## src/rtl/tracker_pkg.sv

```systemverilog
// ============================================================================
// Module      : tracker_pkg
// Description : Shared axis FSM state encoding and motor drive codes for the
//               N-axis tracker controller.
// Revision    : 1.0 - initial release
// ============================================================================
`default_nettype none

package tracker_pkg;

  typedef enum logic [2:0] {
    IDLE   = 3'd0,
    SAMPLE = 3'd1,
    EVAL   = 3'd2,
    MOVE   = 3'd3,
    DONE   = 3'd4,
    FAULT  = 3'd5
  } axis_state_t;

  localparam logic [1:0] DRV_OFF  = 2'b00;
  localparam logic [1:0] DRV_SLOW = 2'b01;
  localparam logic [1:0] DRV_FAST = 2'b10;

endpackage

`default_nettype wire

```

## src/rtl/tracker_axis.sv

```systemverilog
// ============================================================================
// Module      : tracker_axis
// Description : Single-axis tracker FSM with deadband, paced MOVE intervals and
//               step timeout. Optional soft position limits under SOFT_LIMIT_EN.
// Revision    : 1.0 - initial release
// ============================================================================
`default_nettype none

module tracker_axis
  import tracker_pkg::*;
#(
  parameter int DATA_W    = 16,
  parameter int DEADBAND  = 4,
  parameter int FAST_THR  = 64,
  parameter int STEP_DIV  = 1000,
`ifdef SOFT_LIMIT_EN
  parameter logic [DATA_W-1:0] POS_MIN = '0,
  parameter logic [DATA_W-1:0] POS_MAX = '1,
`endif
  parameter int MAX_STEPS = 255
) (
  input  logic              clk,
  input  logic              rst_n,
  input  logic              start,
  input  logic              mode,
  input  logic [DATA_W-1:0] sens_a,
  input  logic [DATA_W-1:0] sens_b,
  input  logic [DATA_W-1:0] target,
  input  logic [DATA_W-1:0] pos_actual,
  output logic [1:0]        out_pos,
  output logic [1:0]        out_neg,
  output logic              aligned,
  output logic              fault
);

  localparam int CNT_W  = $clog2(STEP_DIV);
  localparam int STEP_W = $clog2(MAX_STEPS + 1);
  localparam logic [DATA_W:0] c_deadband  = (DATA_W+1)'(DEADBAND);
  localparam logic [DATA_W:0] c_fast_thr  = (DATA_W+1)'(FAST_THR);
  localparam logic [CNT_W-1:0] c_div_last = CNT_W'(STEP_DIV - 1);
  localparam logic [STEP_W-1:0] c_max_steps = STEP_W'(MAX_STEPS);

  axis_state_t         r_state, w_next;
  logic [DATA_W-1:0]   r_a, r_b, r_target, r_pos;
  logic                r_mode;
  logic [CNT_W-1:0]    r_int_cnt;
  logic [STEP_W-1:0]   r_step_cnt;
  logic [1:0]          r_out_pos, r_out_neg;
  logic                r_aligned, r_fault;

  logic signed [DATA_W:0] w_err;
  logic [DATA_W:0]     w_mag;
  logic                w_in_band, w_fast, w_dir_pos, w_limit, w_int_done, w_timeout;
  logic [1:0]          w_code, w_pos_nxt, w_neg_nxt;
  logic                w_aligned_nxt, w_fault_nxt;

  // Zero-extended operands keep the difference exact over the full unsigned range.
  assign w_err = r_mode ? ($signed({1'b0, r_a}) - $signed({1'b0, r_b}))
                        : ($signed({1'b0, r_target}) - $signed({1'b0, r_pos}));
  assign w_mag      = w_err[DATA_W] ? $unsigned(-w_err) : $unsigned(w_err);
  assign w_in_band  = (w_mag <= c_deadband);
  assign w_fast     = (w_mag > c_fast_thr);
  assign w_dir_pos  = ~w_err[DATA_W];
  assign w_int_done = (r_int_cnt == c_div_last);
  assign w_timeout  = (r_step_cnt == c_max_steps);
  assign w_code     = w_fast ? DRV_FAST : DRV_SLOW;

`ifdef SOFT_LIMIT_EN
  assign w_limit = (w_dir_pos && (r_pos >= POS_MAX)) || (!w_dir_pos && (r_pos <= POS_MIN));
`else
  assign w_limit = 1'b0;
`endif

  always_ff @(posedge clk or negedge rst_n) begin
    if (!rst_n) begin
      r_state   <= IDLE;
      r_out_pos <= DRV_OFF;
      r_out_neg <= DRV_OFF;
      r_aligned <= 1'b0;
      r_fault   <= 1'b0;
    end else begin
      r_state   <= w_next;
      r_out_pos <= w_pos_nxt;
      r_out_neg <= w_neg_nxt;
      r_aligned <= w_aligned_nxt;
      r_fault   <= w_fault_nxt;
    end
  end

  always_comb begin
    w_next = r_state;
    if (!start) begin
      w_next = IDLE;
    end else begin
      case (r_state)
        IDLE:    w_next = SAMPLE;
        SAMPLE:  w_next = EVAL;
        EVAL: begin
          if (w_in_band || w_limit) w_next = DONE;
          else if (w_timeout)       w_next = FAULT;
          else                      w_next = MOVE;
        end
        MOVE:    if (w_int_done) w_next = SAMPLE;
        DONE:    if (w_int_done) w_next = SAMPLE;
        FAULT:   w_next = FAULT;
        default: w_next = IDLE;
      endcase
    end
  end

  // Outputs are registered from the next state so they change with the state.
  always_comb begin
    w_pos_nxt     = DRV_OFF;
    w_neg_nxt     = DRV_OFF;
    w_aligned_nxt = (w_next == DONE);
    w_fault_nxt   = (w_next == FAULT);
    if (w_next == MOVE) begin
      if (r_state == EVAL) begin
        w_pos_nxt = w_dir_pos ? w_code : DRV_OFF;
        w_neg_nxt = w_dir_pos ? DRV_OFF : w_code;
      end else begin
        w_pos_nxt = r_out_pos;
        w_neg_nxt = r_out_neg;
      end
    end
  end

  always_ff @(posedge clk or negedge rst_n) begin
    if (!rst_n) begin
      r_a        <= '0;
      r_b        <= '0;
      r_target   <= '0;
      r_pos      <= '0;
      r_mode     <= 1'b0;
      r_int_cnt  <= '0;
      r_step_cnt <= '0;
    end else begin
      if (r_state == SAMPLE) begin
        r_a      <= sens_a;
        r_b      <= sens_b;
        r_target <= target;
        r_pos    <= pos_actual;
        r_mode   <= mode;
      end
      if ((w_next == r_state) && ((r_state == MOVE) || (r_state == DONE)))
        r_int_cnt <= r_int_cnt + 1'b1;
      else
        r_int_cnt <= '0;
      if ((w_next == IDLE) || (w_next == DONE))
        r_step_cnt <= '0;
      else if ((r_state == EVAL) && (w_next == MOVE))
        r_step_cnt <= r_step_cnt + 1'b1;
    end
  end

  assign out_pos = r_out_pos;
  assign out_neg = r_out_neg;
  assign aligned = r_aligned;
  assign fault   = r_fault;

endmodule

`default_nettype wire

```

## src/rtl/tracker_axis_ctrl.sv

```systemverilog
// ============================================================================
// Module      : tracker_axis_ctrl
// Description : N-axis closed-loop tracker; one tracker_axis per axis on sliced
//               flat buses. SOFT_LIMIT_EN adds POS_MIN/POS_MAX soft limits.
// Revision    : 1.0 - initial release
// ============================================================================
`default_nettype none

module tracker_axis_ctrl
  import tracker_pkg::*;
#(
  parameter int DATA_W    = 16,
  parameter int N_AXES    = 2,
  parameter int DEADBAND  = 4,
  parameter int FAST_THR  = 64,
  parameter int STEP_DIV  = 1000,
`ifdef SOFT_LIMIT_EN
  parameter logic [DATA_W-1:0] POS_MIN = '0,
  parameter logic [DATA_W-1:0] POS_MAX = '1,
`endif
  parameter int MAX_STEPS = 255
) (
  input  logic                     clk,
  input  logic                     rst_n,
  input  logic                     start,
  input  logic [N_AXES-1:0]        mode,
  input  logic [N_AXES*DATA_W-1:0] sens_a,
  input  logic [N_AXES*DATA_W-1:0] sens_b,
  input  logic [N_AXES*DATA_W-1:0] target,
  input  logic [N_AXES*DATA_W-1:0] pos_actual,
  output logic [2*N_AXES-1:0]      out_pos,
  output logic [2*N_AXES-1:0]      out_neg,
  output logic [N_AXES-1:0]        aligned,
  output logic [N_AXES-1:0]        fault
);

  for (genvar i = 0; i < N_AXES; i++) begin : g_axis
    tracker_axis #(
      .DATA_W    (DATA_W),
      .DEADBAND  (DEADBAND),
      .FAST_THR  (FAST_THR),
      .STEP_DIV  (STEP_DIV),
`ifdef SOFT_LIMIT_EN
      .POS_MIN   (POS_MIN),
      .POS_MAX   (POS_MAX),
`endif
      .MAX_STEPS (MAX_STEPS)
    ) u_axis (
      .clk        (clk),
      .rst_n      (rst_n),
      .start      (start),
      .mode       (mode[i]),
      .sens_a     (sens_a[i*DATA_W +: DATA_W]),
      .sens_b     (sens_b[i*DATA_W +: DATA_W]),
      .target     (target[i*DATA_W +: DATA_W]),
      .pos_actual (pos_actual[i*DATA_W +: DATA_W]),
      .out_pos    (out_pos[2*i +: 2]),
      .out_neg    (out_neg[2*i +: 2]),
      .aligned    (aligned[i]),
      .fault      (fault[i])
    );
  end

endmodule

`default_nettype wire

```

## config.mk

```make
export PLATFORM = sky130hd
export DESIGN_NAME = tracker_axis_ctrl
export DESIGN_NICKNAME = d
export VERILOG_FILES = /design/src/rtl/tracker_pkg.sv /design/src/rtl/tracker_axis.sv /design/src/rtl/tracker_axis_ctrl.sv
export SDC_FILE = /design/constraint.sdc
export NUM_CORES = 1
export LEC_CHECK = 0
export ABC_CLOCK_PERIOD_IN_PS = 4500
export BUFFER_PORTS_ARGS = -buffer_cell sky130_fd_sc_hd__buf_4
export CORE_ASPECT_RATIO = 1.4
export CORE_MARGIN = 4
export CORE_UTILIZATION = 54
export CTS_CLUSTER_DIAMETER = 80
export DETAILED_ROUTE_END_ITERATION = 16
export PLACE_DENSITY = 0.78
export SLEW_MARGIN = 10
export SYNTH_ARGS = -nofsm -noshare
export SYNTH_HDL_FRONTEND = slang
export SYNTH_SLANG_ARGS = --single-unit
```

## constraint.sdc

```tcl
create_clock -name clk -period 4.5 [get_ports clk]
set_input_delay 1.35 -clock clk [delete_from_list [all_inputs] [get_ports clk]]
set_output_delay 1.35 -clock clk [all_outputs]
set_load 0.02 [all_outputs]
```

---- Word-level counts from Yosys, hierarchy flattened ----
Cells that the tools add are included.
cells by class
  reduce and logical (&&, ||, !) cells .... 16
  eq/ne operators ......................... 24
  magnitude comparators ................... 4
  add/sub/neg operators ................... 10
  muxes and demuxes ....................... 34
operator list
  operator                                                                 number
  17-bit two-way mux                                                       4
  16-bit by 16-bit subtractor with 17-bit output                           4
  17-bit by 7-bit > comparator with 1-bit output (second input constant)   2
  17-bit by 3-bit <= comparator with 1-bit output (second input constant)  2
  17-bit negator                                                           2
  8-bit two-way mux                                                        4
  3-bit case mux with 5 select lines                                       2
  2-bit two-way mux                                                        14
  3-bit equality test (second input constant)                              8
  3-bit two-way mux                                                        8
  10-bit by 1-bit adder with 10-bit output (second input constant)         2
  10-bit equality test (second input constant)                             2
  10-bit two-way mux                                                       2
  3-bit by 2-bit equality test with 1-bit output (second input constant)   6
  8-bit by 1-bit adder with 8-bit output (second input constant)           2
  8-bit equality test (second input constant)                              2
  3-bit logical NOT                                                        4
  3-bit by 1-bit equality test with 1-bit output (second input constant)   2
  3-bit equality test                                                      2
  1-bit logical AND                                                        4
  1-bit logical OR                                                         4
  2-bit inequality test (second input constant)                            2
  2-bit nonzero test                                                       2
  2-bit OR reduction                                                       2
storage, ports and cells
  flip-flop bits (word level) ............. 184
  logic and storage cells ................. 112
  output and inout port bits .............. 12
  bits of input ports ..................... 133

---- Longest topological paths before layout ----
Gate-level depths: netlist (run 1).
  depth after elaboration ................. 12
  depth in mapped cells ................... 18
  depth with buffers taken out ............ 15

---- Hierarchy ----
A second synthesis (run 1) with hierarchy kept.
second synthesis, totals
  cell total of the unflattened synthesis .. 1442
  area total of the unflattened synthesis .. 12874.8 um^2
modules (own cells, without submodules)
  module                           instances  sequential area each (um^2)  area an instance (um^2)  cells each
  tracker_axis (g_axis[1].u_axis)  1          2302.2                       6675.2                   749
  tracker_axis (g_axis[0].u_axis)  1          2302.2                       6199.7                   693

---- Worst setup path after synthesis (run 1) ----
OpenSTA, ideal clock, no wires.
  path kind ............................... register to register
  start point ............................. reg g_axis[0].u_axis.r_pos[0]
  end point ............................... reg g_axis[0].u_axis.r_step_cnt[2]
  arrival time ............................ 4.104 ns
  setup slack ............................. 0.314 ns
  library setup time ...................... 0.082 ns
  period minus slack after synthesis ...... 4.186 ns
  cell stages (with the launch flop) ...... 17
  data required time ...................... 4.418 ns
  path buffers ............................ 2
  path through ............................ dfrtp_1 ha_1 fa_1 nand2b_1 a2111o_1 a211o_1 a21o_1 a31oi_2 nand4_2 nor4b_4 mux2i_1 nand3_1 and4_1 buf_6 buf_6 or4_4 a22oi_2
on the way
  longest elaborated chain between the ends .. 11
  elaborated cells on any way between the ends .. 15
  those cells by class .................... add/sub: 2; order compare: 1; eq/ne: 2; mux: 6; reduce/logical: 4
RTL lines
  what                                                     RTL line                                  source
  start: declaration                                       tracker_axis.sv:44                        logic [DATA_W-1:0] r_a, r_b, r_target, r_pos;
  start signal: assignment                                 tracker_axis.sv:142                       r_pos <= pos_actual;
  16-bit by 16-bit subtractor with 17-bit output (*)       tracker_axis.sv:59                        : ($signed({1'b0, r_target}) - $signed({1'b0, r_pos}));
  17-bit two-way mux (*)                                   tracker_axis.sv:58                        assign w_err = r_mode ? ($signed({1'b0, r_a}) - $signed({1'b0, r_b}))
  17-bit negator                                           tracker_axis.sv:60                        assign w_mag = w_err[DATA_W] ? $unsigned(-w_err) : $unsigned(w_err);
  17-bit two-way mux (*)                                   tracker_axis.sv:60
  17-bit by 3-bit <= comparator with 1-bit output (*)      tracker_axis.sv:61                        assign w_in_band = (w_mag <= c_deadband);
  3-bit two-way mux (*)                                    tracker_axis.sv:99                        if (w_in_band || w_limit) w_next = DONE;
  3-bit case mux with 5 select lines (*)                   tracker_axis.sv:95                        case (r_state)
  3-bit two-way mux (*)                                    tracker_axis.sv:92                        if (!start) begin
  3-bit equality test (tied with other cells)              tracker_axis.sv:149                       if ((w_next == IDLE) || (w_next == DONE))
  1-bit logical OR or 1-bit logical AND (tied branches)    tracker_axis.sv:149, tracker_axis.sv:151
  8-bit two-way mux or 2-bit nonzero test (tied branches)  n/a
  end signal: assignment                                   tracker_axis.sv:152                       r_step_cnt <= r_step_cnt + 1'b1;
  end: declaration                                         tracker_axis.sv:47                        logic [STEP_W-1:0] r_step_cnt;
Every way passes the cells marked *; elsewhere a longest branch is shown, timed or not.
A chain may end at the register's enable or synchronous reset.

---- Final worst setup path (run 1) ----
  start point ............................. reg g_axis[0].u_axis.r_pos[0]
  end point ............................... reg g_axis[0].u_axis.r_step_cnt[5]
Same word-level chain as after synthesis.

==> flow_summary.json, run 1 <==
{
  "grt_pass1_vias": 11360,
  "synthFlopType": "dfrtp_1",
  "dieWidth_um": 137.6,
  "insertion_delay_ns": 0.45,
  "multi_input_comb_area_mm2": 0.007518,
  "setup_viol": 0,
  "worstHoldPathType": "reg -> reg",
  "fin_crit_sh_pct": 95.72,
  "path_clk_slew_ns": 0.08,
  "peakVddDrop_uv": 351.0,
  "core_area_mm2": 0.02320,
  "io_buffers": 144,
  "drt_iter0_markers": 655,
  "final_common_cell": "dfrtp_1",
  "gp_congestion": 0.9124,
  "vias": 11120,
  "drive_gt1_share_pct": 20.04,
  "synth_area_leaders": "dfrtp_1, ha_1, mux2_2, o21ai_0, nand2_1",
  "worst_ep_required_time_ns": 4.87,
  "ys_seq_elements": 184,
  "endpoint": "g_axis[0].u_axis.r_step_cnt[5]$_DFFE_PN0P_",
  "fin_crit_ns": 4.308,
  "io_pins": 145,
  "syn_nets": 1630,
  "rows": 66,
  "async_flop_share_pct": 100.0,
  "num_antenna_cells": 0,
  "critical_path_class": "reg -> reg",
  "clockBufferDepth": 2,
  "stdcell_area_mm2": 0.01482,
  "cts_buffers": 17,
  "die_area_mm2": 0.02605,
  "post_drt_wl_per_cell_um": 17.26,
  "grt-ovfl-total": 0,
  "crit_start": "g_axis[0].u_axis.r_pos[0]$_DFFE_PN0P_",
  "rsz0062_at_grt": "false",
  "ys.warnings.count": 0,
  "ff2ff_setup_slack_ns": 0.19,
  "reg2regPathDepth": 15,
  "nets": 1766,
  "synth_seq_area_share_pct": 36.28,
  "vias_per_cell": 5.920,
  "slew_viol_final": 0,
  "timing_hold_violations_final": 0,
  "crit_path_end_kind": "flop",
  "worst_pin_slew_ns": 0.9608,
  "synthDistinctLibCells": 94,
  "cts_tree": "yes",
  "drc": 0,
  "cts-root-buf": "clkbuf_16",
  "start_util_pct": 54.69,
  "synth_area_mm2": 0.01269,
  "max_clock_freq_mhz": 232.1,
  "grt_max_degree": 102,
  "placed_area_mm2": 0.01414,
  "path_max_fanout": 14,
  "ant_nets": 0,
  "synth_top_area_share_pct": 36.28,
  "nFillCells": 1907,
  "setup_tns_ns": 0,
  "cts_max_level": 4,
  "max_slew_margin_pct": 35.95,
  "grt_pass1_wl_mm": 53.10,
  "dp_hpwl_mm": 25.05,
  "area_delta_synth_final_pct": 16.80,
  "yosys.area.top_type": "dfrtp_1",
  "power_density_mw_per_mm2": 551.6,
  "final_cell_mix": "dfrtp_1, buf_4, nand2_1",
  "fin_worst_skew_ns": 0.009360,
  "outcome": "completed",
  "cts_sinks": 184,
  "firstDrtPassIters": 5,
  "postSynthAreaPerCell_um2": 8.918,
  "ff_latch_area_mm2": 0.004604,
  "die_h_um": 189.4,
  "totalWireLength_mm": 32.42,
  "grtUsageTotal_pct": 25.30,
  "synthCells": 1423,
  "synth_edf_count": 0,
  "antenna_found_initial": 0,
  "max_cap_viol_count": 0,
  "start_kind": "flop",
  "critPathArrivalTime_ns": 4.68,
  "p_leak_nw": 6.614,
  "r2r-start": "g_axis[0].u_axis.r_pos[0]$_DFFE_PN0P_",
  "rr_endpoint": "g_axis[0].u_axis.r_step_cnt[5]$_DFFE_PN0P_"
}
[Yosys cell counts (all sizes together) (10+ instances only)]
cell type  number
inv            98
a211oi         15
mux2           70
xnor2          22
o21ai         137
nor2b          20
or4            14
buf            16
a21boi         11
a21oi          71
nor3           27
or3            15
o31ai          12
and3           16
nand2b         16
nand4          17
nand2         155
a22oi          13
ha             70
dfrtp         184
a31oi          13
o21a           11
o211ai         16
xor2           23
and2           18
mux2i          14
nor2           85
a21o           18
nor3b          10
nand3          39
clkbuf         38
[cell families (layout without fill, tap and decap cells)]
family / after synthesis / count (layout) / synth area share [%]
xor+xnor: 45 / 45 / 3.106
flops: 184 / 184 / 36.28
buf+inv: 152 / 301 / 4.831
fa+ha+maj: 74 / 74 / 7.532
compound gates: 416 / 416 / 22.33
simple gates: 468 / 468 / 18.60
mux: 84 / 84 / 7.315
[registers in the layout, indices dropped and copies added (netlist names)]
name,count
g_axis.u_axis.out_pos,4
g_axis.u_axis.fault,2
g_axis.u_axis.r_step_cnt,16
g_axis.u_axis.r_state,6
g_axis.u_axis.r_b,32
g_axis.u_axis.r_a,32
g_axis.u_axis.out_neg,4
g_axis.u_axis.r_int_cnt,20
g_axis.u_axis.r_pos,32
g_axis.u_axis.r_target,32
g_axis.u_axis.aligned,2
g_axis.u_axis.r_mode,2
[critical path: stages, from the launching register on]
cell and delay (ns):
dfrtp_1 0.39, ha_1 0.23, fa_2 0.36, nand2b_4 0.15, a2111o_1 0.45, a211o_1 0.34, a21o_1 0.21, a31oi_4 0.23
nand4_4 0.14, nor4b_4 0.35, mux2i_1 0.22, nand3_1 0.09, and4_2 0.26, buf_12 0.14, or4_1 0.50, a22oi_1 0.16
[worst min path at each step]
stage                                            start                                 endpoint  cells after the start
2_1_floorplan  g_axis[0].u_axis.r_int_cnt[0]$_DFF_PN0_  g_axis[0].u_axis.r_int_cnt[0]$_DFF_PN0_                      1
3_3_place_gp   g_axis[0].u_axis.r_int_cnt[0]$_DFF_PN0_  g_axis[0].u_axis.r_int_cnt[0]$_DFF_PN0_                      1
3_5_place_dp   g_axis[0].u_axis.r_int_cnt[0]$_DFF_PN0_  g_axis[0].u_axis.r_int_cnt[0]$_DFF_PN0_                      1
4_1_cts        g_axis[0].u_axis.r_int_cnt[0]$_DFF_PN0_  g_axis[0].u_axis.r_int_cnt[0]$_DFF_PN0_                      1
5_1_grt        g_axis[0].u_axis.r_int_cnt[0]$_DFF_PN0_  g_axis[0].u_axis.r_int_cnt[0]$_DFF_PN0_                      1
6_report       g_axis[0].u_axis.r_int_cnt[0]$_DFF_PN0_  g_axis[0].u_axis.r_int_cnt[0]$_DFF_PN0_                      1
[what timing repair did]
item	in CTS	in global routing
endpoints found under the setup margin	0	17
hold buffers	0	0
resized for setup	0	6
setup buffers	0	2
endpoints found under the hold margin	0	0
[area by class of cell]
cell class	instances	area share, %
timing repair buffer	171	8.871
tap	306	2.583
multi-input combinational	1087	50.72
sequential	184	31.06
clock inverter	15	1.410
clock buffer	17	2.870
inverter	98	2.482
[routing by layer]
metal  share of wire (%)  track usage (%)
met2                  54            46.88
met5                   0                0
met1                  38            26.73
met4                 4.5            12.48
met3                 4.1            4.838
[power breakdown]
part	switching (mW)	total (mW)	internal, mW	leakage [nW]
sequential	0.132	2.04	1.91	2.31
clock	0.726	1.63	0.901	0.308
combinational	2.66	4.51	1.84	4.00
[stage by stage]
step                      instances  total power [mW]  worst slack, ns  hold WS (ns)  utilization, %
final                          1878             8.176           0.1924        0.4636           63.88
after global routing           1878             8.759          0.02452        0.5012           63.88
after CTS                      1876             8.095          0.03928        0.4714           63.67
after detailed placement       1844             6.435          0.04253        0.4620           60.94
after global placement         1844             6.372           0.1884        0.4499           60.94
after floorplan                1423             5.244           0.3137        0.4329               -
(Power assumes the default switching activity.)
==> run 2: changes to the inputs <==
- CAP_MARGIN: unset -> 15
- GPL_TIMING_DRIVEN: unset -> 0
==> run 2 against run 1 <==
Against the previous run: die area is the same; largest power group unchanged; non-clock buffer count up 41; critical path depth rose by 1; first-iteration DRC count grew 15%; core utilization increased by 1.3 points; routed wire length is 6.9% higher; maximum frequency decreased by 1.5%; clock skew is 0.0024 ns higher; final area is 2.0% higher; combinational power increased by 4%; sequential cell count unchanged; via count up 3.9%.
==> flow_summary.json, run 2 (synthesized netlist as in run 1, its figures left out) <==
{
  "outcome": "completed",
  "final_common_cell": "dfrtp_1",
  "crit_path_end_kind": "flop",
  "die_area_mm2": 0.02605,
  "start_kind": "flop",
  "drc": 0,
  "cts_hold_buf": 0,
  "max_slew_margin_pct": 41.61,
  "met2_usage_pct": 48.91,
  "dp_hpwl_mm": 26.73,
  "cts_tree": "yes",
  "die_h_um": 189.4,
  "critPathArrivalTime_ns": 4.74,
  "insertion_delay_ns": 0.45,
  "grt-ovfl-total": 0,
  "firstDrtPassIters": 6,
  "io_pins": 145,
  "power_density_mw_per_mm2": 556.1,
  "fin_worst_skew_ns": 0.01177,
  "drt_iter0_markers": 755,
  "grt_pass1_wl_mm": 55.95,
  "cts_sinks": 184,
  "clockBufferDepth": 2,
  "start_util_pct": 54.69,
  "ff2ff_setup_slack_ns": 0.13,
  "path_clk_slew_ns": 0.07,
  "critical_path_class": "reg -> reg",
  "rows": 66,
  "num_antenna_cells": 0,
  "grtUsageTotal_pct": 26.73,
  "max_cap_viol_count": 0,
  "worst_ep_required_time_ns": 4.87,
  "final_core_util_pct": 65.15,
  "use_met3_pct": 4.413,
  "fin_crit_sh_pct": 97.20,
  "final_cell_mix": "dfrtp_1, buf_4, nand2_1",
  "setup_viol": 0,
  "dieWidth_um": 137.6,
  "worstHoldPathType": "reg -> reg",
  "totalWireLength_mm": 34.67,
  "grt_busiest_layer": "met2",
  "setup_ws_ns": 0.1259,
  "vias_per_cell": 6.021,
  "post_drt_wl_per_cell_um": 18.07,
  "gr-usage-met1_pct": 28.82,
  "max_clock_freq_mhz": 228.6,
  "cts-root-buf": "clkbuf_16",
  "antenna_found_initial": 0,
  "core_area_mm2": 0.02320,
  "nets": 1807,
  "cts_buffers": 17,
  "vias": 11560,
  "p_leak_nw": 6.679,
  "cts_max_level": 4,
  "timing_hold_violations_final": 0,
  "slew_viol_final": 0,
  "worst_pin_slew_ns": 0.8759,
  "path_max_fanout": 10,
  "drive_gt1_share_pct": 20.71,
  "ant_nets": 0,
  "area_delta_synth_final_pct": 19.13,
  "grt_max_degree": 94,
  "grt_pass1_vias": 11690,
  "io_buffers": 144,
  "fin_crit_ns": 4.374,
  "peakVddDrop_uv": 366.8,
  "dpl_worst_slack_ns": -0.2332,
  "gp_congestion": 0.9647
}
-- run 2: area by class of cell --
class                   instances  area [um2]
plain buffers                  53       244.0
well taps                     306       382.9
clock buffers                  20       456.7
repair buffers                159        1221
fillers                      1960        8087
inverters                      98       367.9
clock inverters                12       188.9
multi-input cells            1087        7652
flip-flops and latches        184        4604
-- run 2: critical path: stages (launching register included) --
cell	delay, ns
dfrtp_1	0.43
ha_4	0.19
fa_2	0.37
nand2b_4	0.15
a2111o_1	0.44
a211o_4	0.41
a21o_1	0.20
a31oi_4	0.21
nand4_4	0.12
nor4b_4	0.37
mux2i_1	0.25
nand3_2	0.12
and4_1	0.17
buf_6	0.13
buf_6	0.13
or4_4	0.47
a22oi_2	0.13
-- run 2: metal layers --
layer / up-vias / part of all wire (%)
met4: 0 / 4.9
met2: 372 / 53
met3: 104 / 4.9
li1: 5534 / -
met5: - / 0
met1: 5545 / 37
-- run 2: final timing paths --
path / from / end / cells past startpoint
hold / removal: g_axis[0].u_axis.r_int_cnt[0]$_DFF_PN0_ / g_axis[0].u_axis.r_int_cnt[0]$_DFF_PN0_ / 1
setup reg to reg: g_axis[0].u_axis.r_pos[0]$_DFFE_PN0P_ / g_axis[0].u_axis.r_step_cnt[2]$_DFFE_PN0P_ / 16
hold reg to reg: g_axis[0].u_axis.r_int_cnt[0]$_DFF_PN0_ / g_axis[0].u_axis.r_int_cnt[0]$_DFF_PN0_ / 1
setup / recovery: g_axis[0].u_axis.r_pos[0]$_DFFE_PN0P_ / g_axis[0].u_axis.r_step_cnt[2]$_DFFE_PN0P_ / 16
min in group asynchronous: rst_n / g_axis[1].u_axis.r_target[0]$_DFFE_PN0P_ / 1
max in group asynchronous: rst_n / g_axis[0].u_axis.r_state[0]$_DFF_PN0_ / 2
-- run 2: timing repair --
action / 4_1_cts / 5_1_grt
buffers inserted: 9 / 5
gates resized for setup: 9 / 23
endpoints found under the hold margin: 0 / 0
endpoints found under the setup margin: 17 / 28
pin swaps: 9 / 12
-- run 2: per-stage QoR --
stage | power [mW] | std cells | hold slack, ns | area (um2) | setup TNS [ns]
floorplan | 5.244 | 1423 | 0.4329 | 12690 | 0
global placement | 6.291 | 1873 | 0.4449 | 14150 | -2.367
detailed placement | 6.401 | 1874 | 0.4522 | 14190 | -2.506
CTS | 8.203 | 1915 | 0.4610 | 14950 | 0
global route | 8.941 | 1919 | 0.5037 | 15120 | -0.006323
finish | 8.407 | 1919 | 0.4563 | 15120 | 0
-- run 2: where the power goes --
group	internal (mW)	switching, mW	total [mW]
registers	1.91	0.132	2.04
clock network	0.970	0.695	1.66
logic	1.88	2.82	4.70
total	4.76	3.64	8.41
